### src/rtl/aibcr3aux_por_pkg.sv
// Shared types and default constants for the AUX power-on-reset sequencer.
// The state encoding is visible to software through CSR readback.
package aibcr3aux_por_pkg;

  typedef enum logic [2:0] {
    POR_HOLD = 3'd0,
    DEBOUNCE = 3'd1,
    ANLG_REL = 3'd2,
    DIG_REL  = 3'd3,
    READY    = 3'd4
  } por_state_e;

  localparam int SYNC_STAGES_DEF = 2;
  localparam int CNT_W_DEF       = 10;
  localparam int DEB_CYC_DEF     = 256;
  localparam int ANLG_DLY_DEF    = 32;
  localparam int DIG_DLY_DEF     = 32;

endpackage

### src/rtl/aibcr3aux_sync_rst1.sv
// Multi-flop synchronizer whose flops preset to 1 under reset.
// Generic for any AUX async input that must read as asserted-high during reset.
module aibcr3aux_sync_rst1 #(
  parameter int STAGES = 2
) (
  input  logic clk,
  input  logic rst_n,
  input  logic d,
  output logic q
);

  logic [STAGES-1:0] sync_q;
  logic [STAGES-1:0] sync_d;

  always_comb begin
    sync_d = {sync_q[STAGES-2:0], d};
  end

  // NOTE: sequential state uses non-blocking assignments so every flop samples pre-edge values.
  always_ff @(posedge clk or negedge rst_n) begin
    if (!rst_n) begin
      sync_q <= '1;
    end else begin
      sync_q <= sync_d;
    end
  end

  assign q = sync_q[STAGES-1];

endmodule

### src/rtl/aibcr3aux_por_seq.sv
// AUX POR sequencer: debounces the partner-die POR level, then releases analog
// reset, digital reset and finally the ready status, with programmable spacing.
module aibcr3aux_por_seq
  import aibcr3aux_por_pkg::*;
#(
  parameter int SYNC_STAGES = SYNC_STAGES_DEF,
  parameter int CNT_W       = CNT_W_DEF,
  parameter int DEB_CYC     = DEB_CYC_DEF,
  parameter int ANLG_DLY    = ANLG_DLY_DEF,
  parameter int DIG_DLY     = DIG_DLY_DEF
) (
  input  logic       osc_clk,
  input  logic       rstb,
  input  logic       i_dn_por,
  input  logic       i_seq_en,
  input  logic       i_sw_rstb,
  output logic       o_anlg_rstb,
  output logic       o_dig_rstb,
  output logic       o_por_ready,
  output logic [2:0] o_por_state,
  output logic       o_deb_fail
);

  localparam logic [CNT_W-1:0] DEB_TERM  = CNT_W'(DEB_CYC - 1);
  localparam logic [CNT_W-1:0] ANLG_TERM = CNT_W'(ANLG_DLY - 1);
  localparam logic [CNT_W-1:0] DIG_TERM  = CNT_W'(DIG_DLY - 1);
  localparam logic [CNT_W-1:0] CNT_ONE   = CNT_W'(1);

  logic       por_s;
  logic       abort;

  por_state_e       state_q, state_d;
  logic [CNT_W-1:0] cnt_q, cnt_d;
  logic             anlg_q, anlg_d;
  logic             dig_q, dig_d;
  logic             ready_q, ready_d;
  logic             deb_fail_q, deb_fail_d;

  aibcr3aux_sync_rst1 #(
    .STAGES (SYNC_STAGES)
  ) u_dn_por_sync (
    .clk   (osc_clk),
    .rst_n (rstb),
    .d     (i_dn_por),
    .q     (por_s)
  );

  assign abort = por_s | ~i_seq_en | ~i_sw_rstb;

  // NOTE: every _d signal gets a default first, so no path through the case can infer a latch.
  always_comb begin
    state_d    = state_q;
    cnt_d      = cnt_q;
    deb_fail_d = deb_fail_q;

    unique0 case (state_q)
      POR_HOLD: begin
        cnt_d = '0;
        if (!abort) state_d = DEBOUNCE;
      end
      DEBOUNCE: begin
        if (por_s) begin
          deb_fail_d = 1'b1;
          state_d    = POR_HOLD;
          cnt_d      = '0;
        end else if (abort) begin
          state_d = POR_HOLD;
          cnt_d   = '0;
        end else if (cnt_q == DEB_TERM) begin
          state_d = ANLG_REL;
          cnt_d   = '0;
        end else begin
          cnt_d = cnt_q + CNT_ONE;
        end
      end
      ANLG_REL: begin
        if (abort) begin
          state_d = POR_HOLD;
          cnt_d   = '0;
        end else if (cnt_q == ANLG_TERM) begin
          state_d = DIG_REL;
          cnt_d   = '0;
        end else begin
          cnt_d = cnt_q + CNT_ONE;
        end
      end
      DIG_REL: begin
        if (abort) begin
          state_d = POR_HOLD;
          cnt_d   = '0;
        end else if (cnt_q == DIG_TERM) begin
          state_d = READY;
          cnt_d   = '0;
        end else begin
          cnt_d = cnt_q + CNT_ONE;
        end
      end
      READY: begin
        cnt_d = '0;
        if (abort) state_d = POR_HOLD;
      end
      default: begin
        state_d = POR_HOLD;
        cnt_d   = '0;
      end
    endcase

    // Outputs decode next-state so they switch on the same edge as the state.
    anlg_d  = (state_d == ANLG_REL) || (state_d == DIG_REL) || (state_d == READY);
    dig_d   = (state_d == DIG_REL) || (state_d == READY);
    ready_d = (state_d == READY);
  end

  always_ff @(posedge osc_clk or negedge rstb) begin
    if (!rstb) begin
      state_q    <= POR_HOLD;
      cnt_q      <= '0;
      anlg_q     <= 1'b0;
      dig_q      <= 1'b0;
      ready_q    <= 1'b0;
      deb_fail_q <= 1'b0;
    end else begin
      state_q    <= state_d;
      cnt_q      <= cnt_d;
      anlg_q     <= anlg_d;
      dig_q      <= dig_d;
      ready_q    <= ready_d;
      deb_fail_q <= deb_fail_d;
    end
  end

  assign o_anlg_rstb = anlg_q;
  assign o_dig_rstb  = dig_q;
  assign o_por_ready = ready_q;
  assign o_por_state = state_q;
  assign o_deb_fail  = deb_fail_q;

  a_release_order : assert property (@(posedge osc_clk) disable iff (!rstb)
    (!ready_q || dig_q) && (!dig_q || anlg_q));

endmodule

### config.mk
export PLATFORM = sky130hd
export DESIGN_NAME = aibcr3aux_por_seq
export DESIGN_NICKNAME = d
export VERILOG_FILES = /design/src/rtl/aibcr3aux_por_pkg.sv /design/src/rtl/aibcr3aux_sync_rst1.sv /design/src/rtl/aibcr3aux_por_seq.sv
export SDC_FILE = /design/constraint.sdc
export NUM_CORES = 1
export LEC_CHECK = 0
export ABC_AREA = 1
export BUFFER_PORTS_ARGS = -buffer_cell sky130_fd_sc_hd__buf_4
export CAP_MARGIN = 20
export CORE_ASPECT_RATIO = 1.25
export CORE_MARGIN = 1
export CORE_UTILIZATION = 54
export CTS_CLUSTER_SIZE = 40
export DETAILED_ROUTE_END_ITERATION = 6
export PLACE_DENSITY = 0.79
export SLEW_MARGIN = 15
export SYNTH_ARGS = -nofsm -noshare
export SYNTH_HDL_FRONTEND = slang
export SYNTH_SLANG_ARGS = --single-unit
### constraint.sdc
create_clock -name osc_clk -period 1.7 [get_ports osc_clk]
set_clock_uncertainty 0.15 [all_clocks]
set_input_delay 0.255 -clock osc_clk [delete_from_list [all_inputs] [get_ports osc_clk]]
set_output_delay 0.255 -clock osc_clk [all_outputs]
set_load 0.05 [all_outputs]
Word-level counts from Yosys, hierarchy flattened
Cells that the tools add are included.
- bits in registers: 19
- input port bits: 5
- output and inout bits: 7
- $add $sub $neg: 1
- equality and inequality tests: 9
- multiplexer cells: 16
- bitwise gates (word level): 4
- reduce and logical (&&, ||, !) cells: 6
- operators by type and width (kind ; number):
    $mux 10 ; 5
    $mux 3 ; 9
    $pmux 10 s2 ; 1
    $pmux 3 s5 ; 1
    $eq 3x2->1 const B ; 4
    $add 10x1->10 const B ; 1
    $eq 10x5->1 const B ; 1
    $eq 10x8->1 const B ; 1
    $eq 3x3->1 const B ; 2
    $eq 3x1->1 const B ; 1
    $logic_not 3->1 ; 1
    $logic_or 1x1->1 ; 3
    $not 1->1 ; 2
    $or 1x1->1 ; 2
    $reduce_and 2->1 ; 1
    $reduce_or 2->1 ; 1

Longest topological paths before layout
Gate-level depths: netlist (run 1).
- depth in word-level cells: 9
- depth in mapped cells: 9

Hierarchy
A second synthesis (run 1) with hierarchy kept.
- cells, all modules: 106
- area total of the unflattened synthesis: 902.1 µm²
- by module, submodules not included (module ; times used ; cells each ; area an instance (µm²) ; seq. area each (µm²)):
    aibcr3aux_por_seq ; 1 ; 104 ; 849.6 ; 425.4
    aibcr3aux_sync_rst1 ; 1 ; 2 ; 52.6 ; 52.6

Worst setup path before layout (run 1)
No wires, ideal clock.
- kind: flip-flop to flip-flop
- start: register state_q[2], in the netlist o_por_state[2]
- end: register anlg_q, in the netlist o_anlg_rstb
- library setup time: 0.119 ns
- arrival: 1.326 ns
- data required time: 1.431 ns
- path slack: 0.105 ns
- stages on the path, launching flop included: 6
- buffers on the path: 0
- period minus slack after synthesis: 1.595 ns
- cells stage by stage: dfrtp_1 -> inv_1 -> o21ai_0 -> inv_1 -> nand2_1 -> nand2_1
- cells in the longest elaborated chain, start to end: 7
- elaborated cells on any way between the ends: 20
- classes of those cells: eq/ne (7); mux (10); reduce/logical (3)
- ends and longest elaborated chain (element ; line ; text):
    from (decl) ; aibcr3aux_por_seq.sv:32 ; por_state_e state_q, state_d;
    from (signal assigned) ; aibcr3aux_por_seq.sv:123 ; state_q <= state_d;
    $mux 3 ; aibcr3aux_por_seq.sv:69 ; end else if (cnt_q == DEB_TERM) begin
    $mux 3 ; aibcr3aux_por_seq.sv:66 ; end else if (abort) begin
    $mux 3 ; aibcr3aux_por_seq.sv:62 ; if (por_s) begin
    $pmux 3 s5 * ; aibcr3aux_por_seq.sv:56 ; unique0 case (state_q)
    $eq 3x2->1 ; aibcr3aux_por_seq.sv:109 ; anlg_d = (state_d == ANLG_REL) || (state_d == DIG_REL) || (state_d == READY);
    $logic_or 1x1->1 ; aibcr3aux_por_seq.sv:109 ;
    $logic_or 1x1->1 * ; aibcr3aux_por_seq.sv:109 ;
    named net anlg_d ; aibcr3aux_por_seq.sv:34 ; logic anlg_q, anlg_d;
    to (signal assigned) ; aibcr3aux_por_seq.sv:125 ; anlg_q <= anlg_d;
    to (decl) ; aibcr3aux_por_seq.sv:34 ;
Mark *: on every way through the listed nets, which the timed path passes. The rest lies on a longest branch.
A chain may end at the register's enable or synchronous reset.

Worst setup path in the final report (run 1)
- start: register cnt_q[0]
- end: register cnt_q[7]
- cells in the longest elaborated chain, start to end: 5
- elaborated cells on any way between the ends: 9
- classes of those cells: add/sub (1); eq/ne (2); mux (6)
- ends and longest elaborated chain (element ; line ; text):
    from (decl) ; aibcr3aux_por_seq.sv:33 ; logic [CNT_W-1:0] cnt_q, cnt_d;
    from (signal assigned) ; aibcr3aux_por_seq.sv:124 ; cnt_q <= cnt_d;
    $add 10x1->10 / $eq 10x8->1 (equally long branches) ; -- ;
    $mux 10 ; aibcr3aux_por_seq.sv:69 ;
    $mux 10 ; aibcr3aux_por_seq.sv:66 ;
    $mux 10 ; aibcr3aux_por_seq.sv:62 ;
    $pmux 10 s2 * ; aibcr3aux_por_seq.sv:56 ;
    named net cnt_d[7] ; aibcr3aux_por_seq.sv:33 ;
Marks and branches as above.

==> flow_metrics.py, run 1 <==
metrics = {
    "global_route": {
        "grt_max_degree": 20,
        "grt.total_usage_pct": 21.27,
        "grt_pass1_vias": 600,
        "grt_pass1_wl_mm": 2.532,
        "antenna_found_initial": 0,
        "grt_overflow": 0,
    },
    "route": {
        "wire_per_inst_um": 11.61,
        "wl_mm": 1.660,
        "vias": 733,
        "drtPass1Iterations": 4,
        "avgViaCountPerCell": 5.126,
        "drc": 0,
        "postRouteAntennaNets": 0,
        "drt-initial-drc-count": 7,
    },
    "floorplan": {
        "start_util_pct": 57.77,
        "ios": 12,
        "die_w_um": 38.56,
        "die_y_um": 47.70,
        "dieArea_um2": 1839,
        "num_rows": 16,
        "core_area_um2": 1562,
    },
    "clock_network": {
        "h-tree-depth": 1,
        "cts_tree": "built",
        "cts_max_path_buffers": 2,
        "cts_buffers": 3,
        "clkLatencyLatePin_ns": 0.30,
        "path_clk_slew_ns": 0.11,
        "cts.sinks": 19,
        "cts-root-buf": "clkbuf_4",
    },
    "synth": {
        "yosysWarnings": 0,
        "synth_area_leaders": "dfrtp_1 47%, nand2_1 9.2%, nor2_1 7.5%",
        "ys.flop_type": "dfrtp_1",
        "syn_area_um2": 902.1,
        "synth_top_area_cell": "dfrtp_1",
        "synthTopCellsByCount": "22 x nand2_1, 18 x nor2_1, 17 x dfrtp_1",
        "synth_top_area_share_pct": 47.16,
        "synth_edf_count": 0,
        "yosysMostFrequentCell": "nand2_1",
        "synth_cell_type_count": 23,
        "seq_area_frac_synth_pct": 52.98,
        "synth_cells": 106,
        "async_reset_ff_share_pct": 100.0,
        "ys_ff_latch": 19,
        "syn_nets": 112,
        "syn_area_per_cell_um2": 8.511,
    },
    "cells_and_area": {
        "fin_util_pct": 69.95,
        "layout-drive-gt1-share_pct": 26.40,
        "finalNetCount": 132,
        "n_antenna_cell": 0,
        "area_growth_pct": 21.08,
        "n_fill_cell": 124,
    },
    "hold_path": {
        "hold_path_class": "in -> async",
    },
    "setup_path": {
        "cp_num_buf_inv": 0,
        "cp.required_ns": 1.75,
        "cp.arrival_ns": 1.64,
        "start_kind": "register",
        "cp_common_cell": "nand2_2",
        "setup.worst_path.start": "cnt_q[0]$_DFF_PN0_",
        "critPathMaxFanout": 8,
        "path_delay_family": "simple AND/OR/NAND/NOR gates",
        "path_class": "reg -> reg",
        "crit_path_top_delay_cell": "dfrtp_1",
        "cpPeakStageDelay_ns": 0.38,
        "crit_chain": "ha_2 -> nand2_2 -> nor2_4 -> nand2_2 -> o21ai_2 -> nand2_2 -> nand2_4 -> nor3_1",
        "end_kind": "register",
        "regToRegStartpoint": "cnt_q[0]$_DFF_PN0_",
    },
    "place": {
        "numPortBuffers": 11,
        "dpl.hpwl_mm": 1.218,
        "gp_congestion": 0.8140,
    },
    "sta": {
        "tns_ns": 0,
        "maxSlewHeadroom_pct": 73.81,
        "worst_slew_pin_slew_ns": 0.3887,
        "slew_viol_final": 0,
        "min_period_over_period_pct": 93.98,
        "setup_viol": 0,
        "hold_viol_final": 0,
        "max_freq_ghz": 0.6259,
        "rsz0062_at_grt": "false",
        "min_period_ns": 1.598,
    },
    "power_and_ir_drop": {
        "leakage_uw": 0.0005460,
        "ir_drop_mv": 0.6640,
        "power.density_nw_per_um2": 679.7,
    },
    "status": {
        "outcome": "finished, final reports clean",
    },
    "job": {
        "max_cap_viol_count": 0,
    },
}
[logic make-up (layout without fill, tap and decap cells)]
| family | Yosys count | after routing | share of synthesized area [%] |
|---|---|---|---|
| AND/OR/NAND/NOR | 59 | 59 | 29.54 |
| AO/OA/AOI/OAI | 9 | 9 | 6.935 |
| adder cells (fa/ha/maj) | 1 | 1 | 1.387 |
| XOR/XNOR | 3 | 3 | 2.913 |
| buffers and inverters | 15 | 34 | 6.241 |
| flip-flops | 19 | 19 | 52.98 |
[worst paths after layout]
path | end | slack [ns] | depth (start not counted)
max | cnt_q[7]$_DFF_PN0_ | 0.10 | 8
min | cnt_q[5]$_DFF_PN0_ | 0.19 | 2
max reg2reg | cnt_q[7]$_DFF_PN0_ | 0.10 | 8
min reg2reg | u_dn_por_sync.sync_q[1]$_DFF_PN1_ | 0.21 | 0
max in group asynchronous | u_dn_por_sync.sync_q[1]$_DFF_PN1_ | 0.95 | 2
min in group osc_clk | cnt_q[4]$_DFF_PN0_ | 0.19 | 4
[metrics by stage]
step	std cells	power [uW]	area, um^2	hold WS, ns	worst slack [ns]
6_report	143	742.4	1092	0.1902	0.1024
5_1_grt	143	775.5	1092	0.2091	0.006043
4_1_cts	142	748.3	1062	0.1833	0.03709
3_5_place_dp	136	517.1	1015	-0.009748	0.05639
3_3_place_gp	136	516.3	1015	-0.01367	0.1304
2_1_floorplan	106	492.4	902.1	-0.1906	0.1048
[power by group]
group	total (uW)	internal, uW	switching, uW	leakage, uW
Combinational	48.5	18.5	30.0	0.000275
Sequential	463	459	4.05	0.000253
Clock	231	88.0	143	0.0000177
[placed cells by master, fill, tap and decap left out]
cell and instances:
nor2_2 2, clkbuf_4 3, o221a_2 1, nor4_1 1
nand2_2 4, dlygate4sd3_1 2, nor2_4 2, or2_0 1
nand3_1 5, o21ai_0 3, nor3_2 1, buf_4 13
ha_2 1, nand4_1 2, a21oi_1 1, nor2_1 16
a21o_1 1, a31oi_1 1, a21oi_2 1, clkinv_2 1
inv_1 15, nor3_1 4, nand2_4 1, dfrtp_1 17
xor2_1 3, o21ai_2 1, dfstp_2 2, nand2_1 20
[state kept, by name (all words and copies together) (netlist names)]
name and count:
cnt_q 10, o_anlg_rstb 1, o_deb_fail 1, o_dig_rstb 1, o_por_ready 1, o_por_state 3, u_dn_por_sync.sync_q 2
[metal layers]
| metal | up-vias | wire length, um | GRT usage, % |
|---|---|---|---|
| li1 | 376 | - | - |
| met1 | 342 | 715 | 24.32 |
| met2 | 11 | 845 | 34.67 |
| met3 | 4 | 48 | 5.581 |
| met4 | 0 | 51 | 14.48 |
| met5 | - | 0 | 0 |
[worst register-to-register path, cell delays in order (launching register included)]
cell     delay [ns]
dfrtp_1        0.38
ha_2           0.19
nand2_2        0.10
nor2_4         0.14
nand2_2        0.08
o21ai_2        0.20
nand2_2        0.09
nand2_4        0.10
nor3_1         0.06
[timing repair]
| item | CTS | global route |
|---|---|---|
| setup endpoints to repair | 0 | 12 |
| setup buffers | 0 | 1 |
| hold endpoints to repair | 20 | 0 |
| gates resized for setup | 0 | 7 |
| hold buffers | 2 | 0 |
[cell type report]
class / count / area (um^2) / share of cell area (%)
sequential: 19 / 478.0 / 43.76
multi-input combinational: 72 / 390.4 / 35.74
timing repair buffer: 15 / 117.6 / 10.77
inverter: 15 / 56.30 / 5.155
clock buffer: 3 / 22.52 / 2.062
tap: 18 / 22.52 / 2.062
clock inverter: 1 / 5.005 / 0.4582
Note: power is estimated with default switching activity, not from simulation.
==> run 2: changes to the inputs <==
CORE_ASPECT_RATIO = default   (was 1.25)
CORE_UTILIZATION = 58   (was 54)
CTS_BUF_LIST = sky130_fd_sc_hd__clkbuf_8   (was default)
PLACE_DENSITY = 0.84   (was 0.79)
SYNTH_HIERARCHICAL = 1   (was default)
==> run 2 against run 1 <==
Clock-buffer cell count is the same. Non-clock buffer count grew 1. Setup slack lost 0.091 ns. Sequential power is essentially flat. Critical endpoint is now cnt_q[5]$_DFF_PN0_. Die area shrank 6.6%. Synthesized area is the same. Largest cell class unchanged.
==> flow_metrics.py, run 2 <==
metrics = {
    "synth": {
        "seq_area_frac_synth_pct": 52.98,
        "synth_cells": 106,
        "synthTopCellsByCount": "22 x nand2_1, 18 x nor2_1, 17 x dfrtp_1",
        "yosysWarnings": 6,
        "ys_ff_latch": 19,
        "async_reset_ff_share_pct": 100.0,
        "syn_area_per_cell_um2": 8.511,
        "synth_top_area_share_pct": 47.16,
        "syn_nets": 112,
        "synth_cell_type_count": 23,
        "syn_area_um2": 902.1,
        "synth_area_leaders": "dfrtp_1 47%, nand2_1 9.2%, nor2_1 7.5%",
        "ys.flop_type": "dfrtp_1",
        "yosysMostFrequentCell": "nand2_1",
        "synth_top_area_cell": "dfrtp_1",
        "synth_edf_count": 0,
    },
    "setup_path": {
        "r2r_slack_ns": 0.01,
        "cp.required_ns": 1.70,
        "cp.arrival_ns": 1.69,
        "cp_num_buf_inv": 0,
        "end_kind": "register",
        "r2r-end": "cnt_q[5]$_DFF_PN0_",
        "regToRegStartpoint": "cnt_q[0]$_DFF_PN0_",
        "start_kind": "register",
        "path_class": "reg -> reg",
        "critPathMaxFanout": 8,
        "crit_chain": "ha_2 -> nand2_4 -> nor2_4 -> nand2_2 -> o21ai_4 -> nand2_2 -> nand2_4 -> nor2_1",
        "crit_path_top_delay_cell": "dfrtp_1",
        "cpPeakStageDelay_ns": 0.38,
        "worst_r2r_path_depth": 8,
        "path_delay_family": "simple AND/OR/NAND/NOR gates",
    },
    "clock_network": {
        "cts_tree": "built",
        "cts.sinks": 19,
        "path_clk_slew_ns": 0.07,
        "cts_buffers": 3,
        "clkLatencyLatePin_ns": 0.26,
        "cts-root-buf": "clkbuf_8",
        "cts_max_path_buffers": 2,
        "h-tree-depth": 1,
    },
    "floorplan": {
        "dieArea_um2": 1717,
        "die_w_um": 41.44,
        "start_util_pct": 66.03,
        "num_rows": 13,
        "ios": 12,
        "core_area_um2": 1366,
        "die_y_um": 41.44,
    },
    "global_route": {
        "grt_max_degree": 20,
        "antenna_found_initial": 0,
        "grt.total_usage_pct": 23.40,
        "grt_pass1_vias": 720,
        "grt_pass1_wl_mm": 3.084,
        "grt_overflow": 0,
    },
    "cells_and_area": {
        "multi_input_area_um2": 402.9,
        "mostFrequentLayoutCells": "20 x nand2_1, 17 x dfrtp_1, 16 x nor2_1, 15 x inv_1, 14 x buf_4",
        "layout-drive-gt1-share_pct": 26.98,
        "regArea_um2": 478.0,
        "n_antenna_cell": 0,
        "design_area_um2": 1127,
        "final_common_cell": "nand2_1",
        "largest_reg_flops": 10,
        "n_fill_cell": 76,
        "finalNetCount": 133,
        "area_growth_pct": 24.97,
        "fin_util_pct": 82.51,
        "regMostFlops": "cnt_q",
    },
    "sta": {
        "setup_viol": 0,
        "worst_slew_pin_slew_ns": 0.4599,
        "min_period_ns": 1.688,
        "slew_viol_final": 0,
        "hold_viol_final": 0,
        "min_period_over_period_pct": 99.32,
        "maxSlewHeadroom_pct": 69.02,
        "max_freq_ghz": 0.5923,
    },
    "place": {
        "placed_area_um2": 1011,
        "dpl.hpwl_mm": 1.283,
        "numPortBuffers": 11,
        "gp_congestion": 0.8244,
    },
    "hold_path": {
        "min_from": "u_dn_por_sync/sync_q[0]$_DFF_PN1_",
        "min_to": "u_dn_por_sync/sync_q[1]$_DFF_PN1_",
        "min_path_cells": 0,
        "hold_path_class": "reg -> reg",
    },
    "power_and_ir_drop": {
        "power_uw": 832.2,
        "leakage_uw": 0.0005744,
        "ir_drop_mv": 0.5727,
        "power.density_nw_per_um2": 738.2,
    },
    "status": {
        "outcome": "finished, final reports clean",
    },
    "route": {
        "drc": 0,
        "avgViaCountPerCell": 5.702,
        "drt-initial-drc-count": 40,
        "wl_mm": 2.063,
        "wire_per_inst_um": 14.63,
        "drtPass1Iterations": 4,
        "vias": 804,
        "postRouteAntennaNets": 0,
    },
    "job": {
        "max_cap_viol_count": 0,
    },
}
run 2: layout make-up:
type	instances	share of cell area, %
Multi-Input combinational cell	72	35.74
Clock buffer	3	3.663
Tap cell	15	1.665
Sequential cell	19	42.40
Inverter	15	4.994
Clock inverter	1	0.4440
Timing Repair Buffer	16	11.10
run 2: stage by stage:
stage / std cells / setup WS (ns) / TNS [ns] / hold WS [ns]
2_1_floorplan: 106 / 0.1048 / 0 / -0.1906
3_3_place_gp: 133 / 0.1414 / 0 / -0.01343
3_5_place_dp: 133 / 0.03326 / 0 / -0.01034
4_1_cts: 139 / 0.02638 / 0 / 0.2187
5_1_grt: 141 / -0.03474 / -0.2058 / 0.2224
6_report: 141 / 0.01158 / 0 / 0.2176
run 2: what timing repair did:
action,4_1_cts,5_1_grt
buffers inserted,0,2
setup endpoints to repair,8,12
hold endpoints to repair,20,0
pin swaps,0,4
hold buffers,2,0
resized for setup,1,9
run 2: worst reg2reg max path: cells and delay by family, from the launching register on:
family | cells | cell delay [ns]
flip-flops | 1 | 0.38
AO/OA/AOI/OAI | 1 | 0.21
adder cells (fa/ha/maj) | 1 | 0.22
AND/OR/NAND/NOR | 6 | 0.62
run 2: worst max path at each step:
stage | start | to | slack [ns] | cells after the start
6_report | cnt_q[0]$_DFF_PN0_ | cnt_q[5]$_DFF_PN0_ | 0.01 | 8
2_1_floorplan | o_por_state[2]$_DFF_PN0_ | o_anlg_rstb$_DFF_PN0_ | 0.10 | 5
5_1_grt | cnt_q[0]$_DFF_PN0_ | cnt_q[5]$_DFF_PN0_ | -0.03 | 8
4_1_cts | cnt_q[0]$_DFF_PN0_ | cnt_q[0]$_DFF_PN0_ | 0.03 | 8
3_3_place_gp | cnt_q[0]$_DFF_PN0_ | cnt_q[7]$_DFF_PN0_ | 0.14 | 8
3_5_place_dp | cnt_q[0]$_DFF_PN0_ | cnt_q[0]$_DFF_PN0_ | 0.03 | 8
run 2: cells by family (layout without fill, tap and decap cells):
kind of cell | count (synthesis) | in the layout | share of synthesized area [%]
XOR/XNOR | 3 | 3 | 2.913
AND/OR/NAND/NOR | 59 | 59 | 29.54
AO/OA/AOI/OAI | 9 | 9 | 6.935
flip-flops | 19 | 19 | 52.98
adder cells (fa/ha/maj) | 1 | 1 | 1.387
buffers and inverters | 15 | 35 | 6.241
run 2: power by group:
group | leakage, uW | internal (uW) | total (uW) | switching [uW]
Clock | 0.0000255 | 163 | 316 | 153
Sequential | 0.000253 | 459 | 463 | 4.16
Combinational | 0.000296 | 20.1 | 52.7 | 32.6
Total | 0.000574 | 642 | 832 | 190
run 2: metal layers:
layer	track usage [%]	vias to the layer above	share of wire (%)
met5	0	-	0
met4	9.032	0	1.6
met3	3.913	6	5.7
met2	40.63	40	49
met1	28.95	382	43
li1	-	376	-
==> run 3: changes to the inputs <==
PLACE_DENSITY = 0.89   (was 0.84)
==> run 3 against run 2 <==
Clock power is essentially flat. Maximum frequency grew 3.4%. Highest routed layer unchanged. Register-to-register slack improved by 0.06 ns.
==> flow_metrics.py, run 3 (same netlist as run 2, synthesis figures left out) <==
metrics = {
    "route": {
        "vias": 792,
        "wire_per_inst_um": 13.30,
        "postRouteAntennaNets": 0,
        "drc": 0,
        "avgViaCountPerCell": 5.617,
        "wl_mm": 1.876,
        "drt-initial-drc-count": 17,
        "drtPass1Iterations": 5,
    },
    "floorplan": {
        "core_area_um2": 1366,
        "ios": 12,
        "dieArea_um2": 1717,
        "die_w_um": 41.44,
        "start_util_pct": 66.03,
        "die_y_um": 41.44,
        "num_rows": 13,
    },
    "setup_path": {
        "path_class": "reg -> reg",
        "cp.required_ns": 1.69,
        "end_kind": "register",
        "critPathMaxFanout": 8,
        "start_kind": "register",
        "cp.arrival_ns": 1.62,
    },
    "global_route": {
        "grt_max_degree": 20,
        "grt.total_usage_pct": 22.96,
        "grt_overflow": 0,
        "grt_pass1_vias": 736,
        "grt_pass1_wl_mm": 3.042,
        "antenna_found_initial": 0,
    },
    "clock_network": {
        "cts_max_path_buffers": 2,
        "clkLatencyLatePin_ns": 0.26,
        "cts_buffers": 3,
        "cts.sinks": 19,
        "cts_tree": "built",
        "path_clk_slew_ns": 0.07,
        "h-tree-depth": 1,
        "cts-root-buf": "clkbuf_8",
    },
    "status": {
        "outcome": "finished, final reports clean",
    },
    "cells_and_area": {
        "regMostFlops": "cnt_q",
        "final_common_cell": "nand2_1",
        "area_growth_pct": 24.41,
        "design_area_um2": 1122,
        "layout-drive-gt1-share_pct": 26.19,
        "largest_reg_flops": 10,
        "mostFrequentLayoutCells": "21 x nand2_1, 17 x dfrtp_1, 16 x nor2_1, 15 x inv_1, 14 x buf_4",
        "n_antenna_cell": 0,
        "finalNetCount": 133,
        "fin_util_pct": 82.14,
    },
    "power_and_ir_drop": {
        "ir_drop_mv": 0.6367,
        "power.density_nw_per_um2": 736.2,
        "leakage_uw": 0.0005584,
    },
    "place": {
        "gp_congestion": 0.7955,
        "numPortBuffers": 11,
        "dpl.hpwl_mm": 1.212,
        "placed_area_um2": 1011,
    },
    "job": {
        "max_cap_viol_count": 0,
    },
    "hold_path": {
        "hold_path_class": "reg -> reg",
    },
    "sta": {
        "maxSlewHeadroom_pct": 70.41,
        "min_period_ns": 1.632,
        "setup_viol": 0,
        "slew_viol_final": 0,
        "max_freq_ghz": 0.6126,
        "min_period_over_period_pct": 96.03,
        "hold_viol_final": 0,
        "worst_slew_pin_slew_ns": 0.4393,
        "tns_ns": 0,
    },
}
-- run 3: cell counts in the layout (fill, tap and decap cells not counted) --
No cell type changed its count.
-- run 3: worst max-delay path, stage by stage, from the launching register on --
cell and delay [ns]:
dfrtp_1 0.40, ha_4 0.16, nand2_2 0.10, nor2_4 0.14, nand2_1 0.10, o21ai_2 0.20
nand2_2 0.09, nand2_4 0.10, nor2_1 0.06
-- run 3: final cells by class --
class / count / area, um^2
Fill cell: 77 / 244.0
Sequential cell: 19 / 478.0
Clock inverter: 1 / 5.005
Timing Repair Buffer: 16 / 125.1
Tap cell: 15 / 18.77
Multi-Input combinational cell: 72 / 397.9
Inverter: 15 / 56.30
Clock buffer: 3 / 41.29
-- run 3: routing by layer --
| layer | routed length [um] | vias to the layer above | share of wire [%] | GRT usage [%] |
|---|---|---|---|---|
| met3 | 142 | 2 | 7.6 | 4.348 |
| met1 | 766 | 370 | 41 | 28.70 |
| li1 | - | 377 | - | - |
| met5 | 0 | - | 0 | 0 |
| met2 | 954 | 43 | 51 | 39.06 |
| met4 | 12 | 0 | 0.64 | 9.032 |
-- run 3: stage by stage --
stage / instances / hold WS (ns) / setup slack [ns] / power, uW
global route: 141 / 0.2145 / -0.02742 / 845.0
floorplan: 106 / -0.1906 / 0.1048 / 492.4
detailed placement: 133 / -0.01177 / 0.07259 / 517.6
finish: 141 / 0.2089 / 0.06753 / 826.3
CTS: 139 / 0.2095 / 0.01017 / 826.9
global placement: 133 / -0.01642 / 0.1451 / 515.5
-- run 3: final timing paths --
path	startpoint	end	slack, ns	cells past startpoint
max	cnt_q[0]$_DFF_PN0_	cnt_q[5]$_DFF_PN0_	0.07	8
min	u_dn_por_sync/sync_q[0]$_DFF_PN1_	u_dn_por_sync/sync_q[1]$_DFF_PN1_	0.21	0
max reg2reg	cnt_q[0]$_DFF_PN0_	cnt_q[5]$_DFF_PN0_	0.07	8
min reg2reg	u_dn_por_sync/sync_q[0]$_DFF_PN1_	u_dn_por_sync/sync_q[1]$_DFF_PN1_	0.21	0
max in group asynchronous	rstb	u_dn_por_sync/sync_q[1]$_DFF_PN1_	0.89	2
min in group asynchronous	rstb	o_por_state[0]$_DFF_PN0_	0.25	2
-- run 3: timing repair --
| item | in CTS | in global routing |
|---|---|---|
| hold buffers | 2 | 0 |
| endpoints found under the hold margin | 20 | 0 |
| buffers inserted | 0 | 2 |
| setup endpoints to repair | 0 | 12 |
| resized for setup | 0 | 7 |
-- run 3: power by group --
group          total, uW  internal [uW]  switching, uW
sequential           463            459           4.29
combinational       49.1           18.4           30.7
clock                314            163            151
total                826            640            186
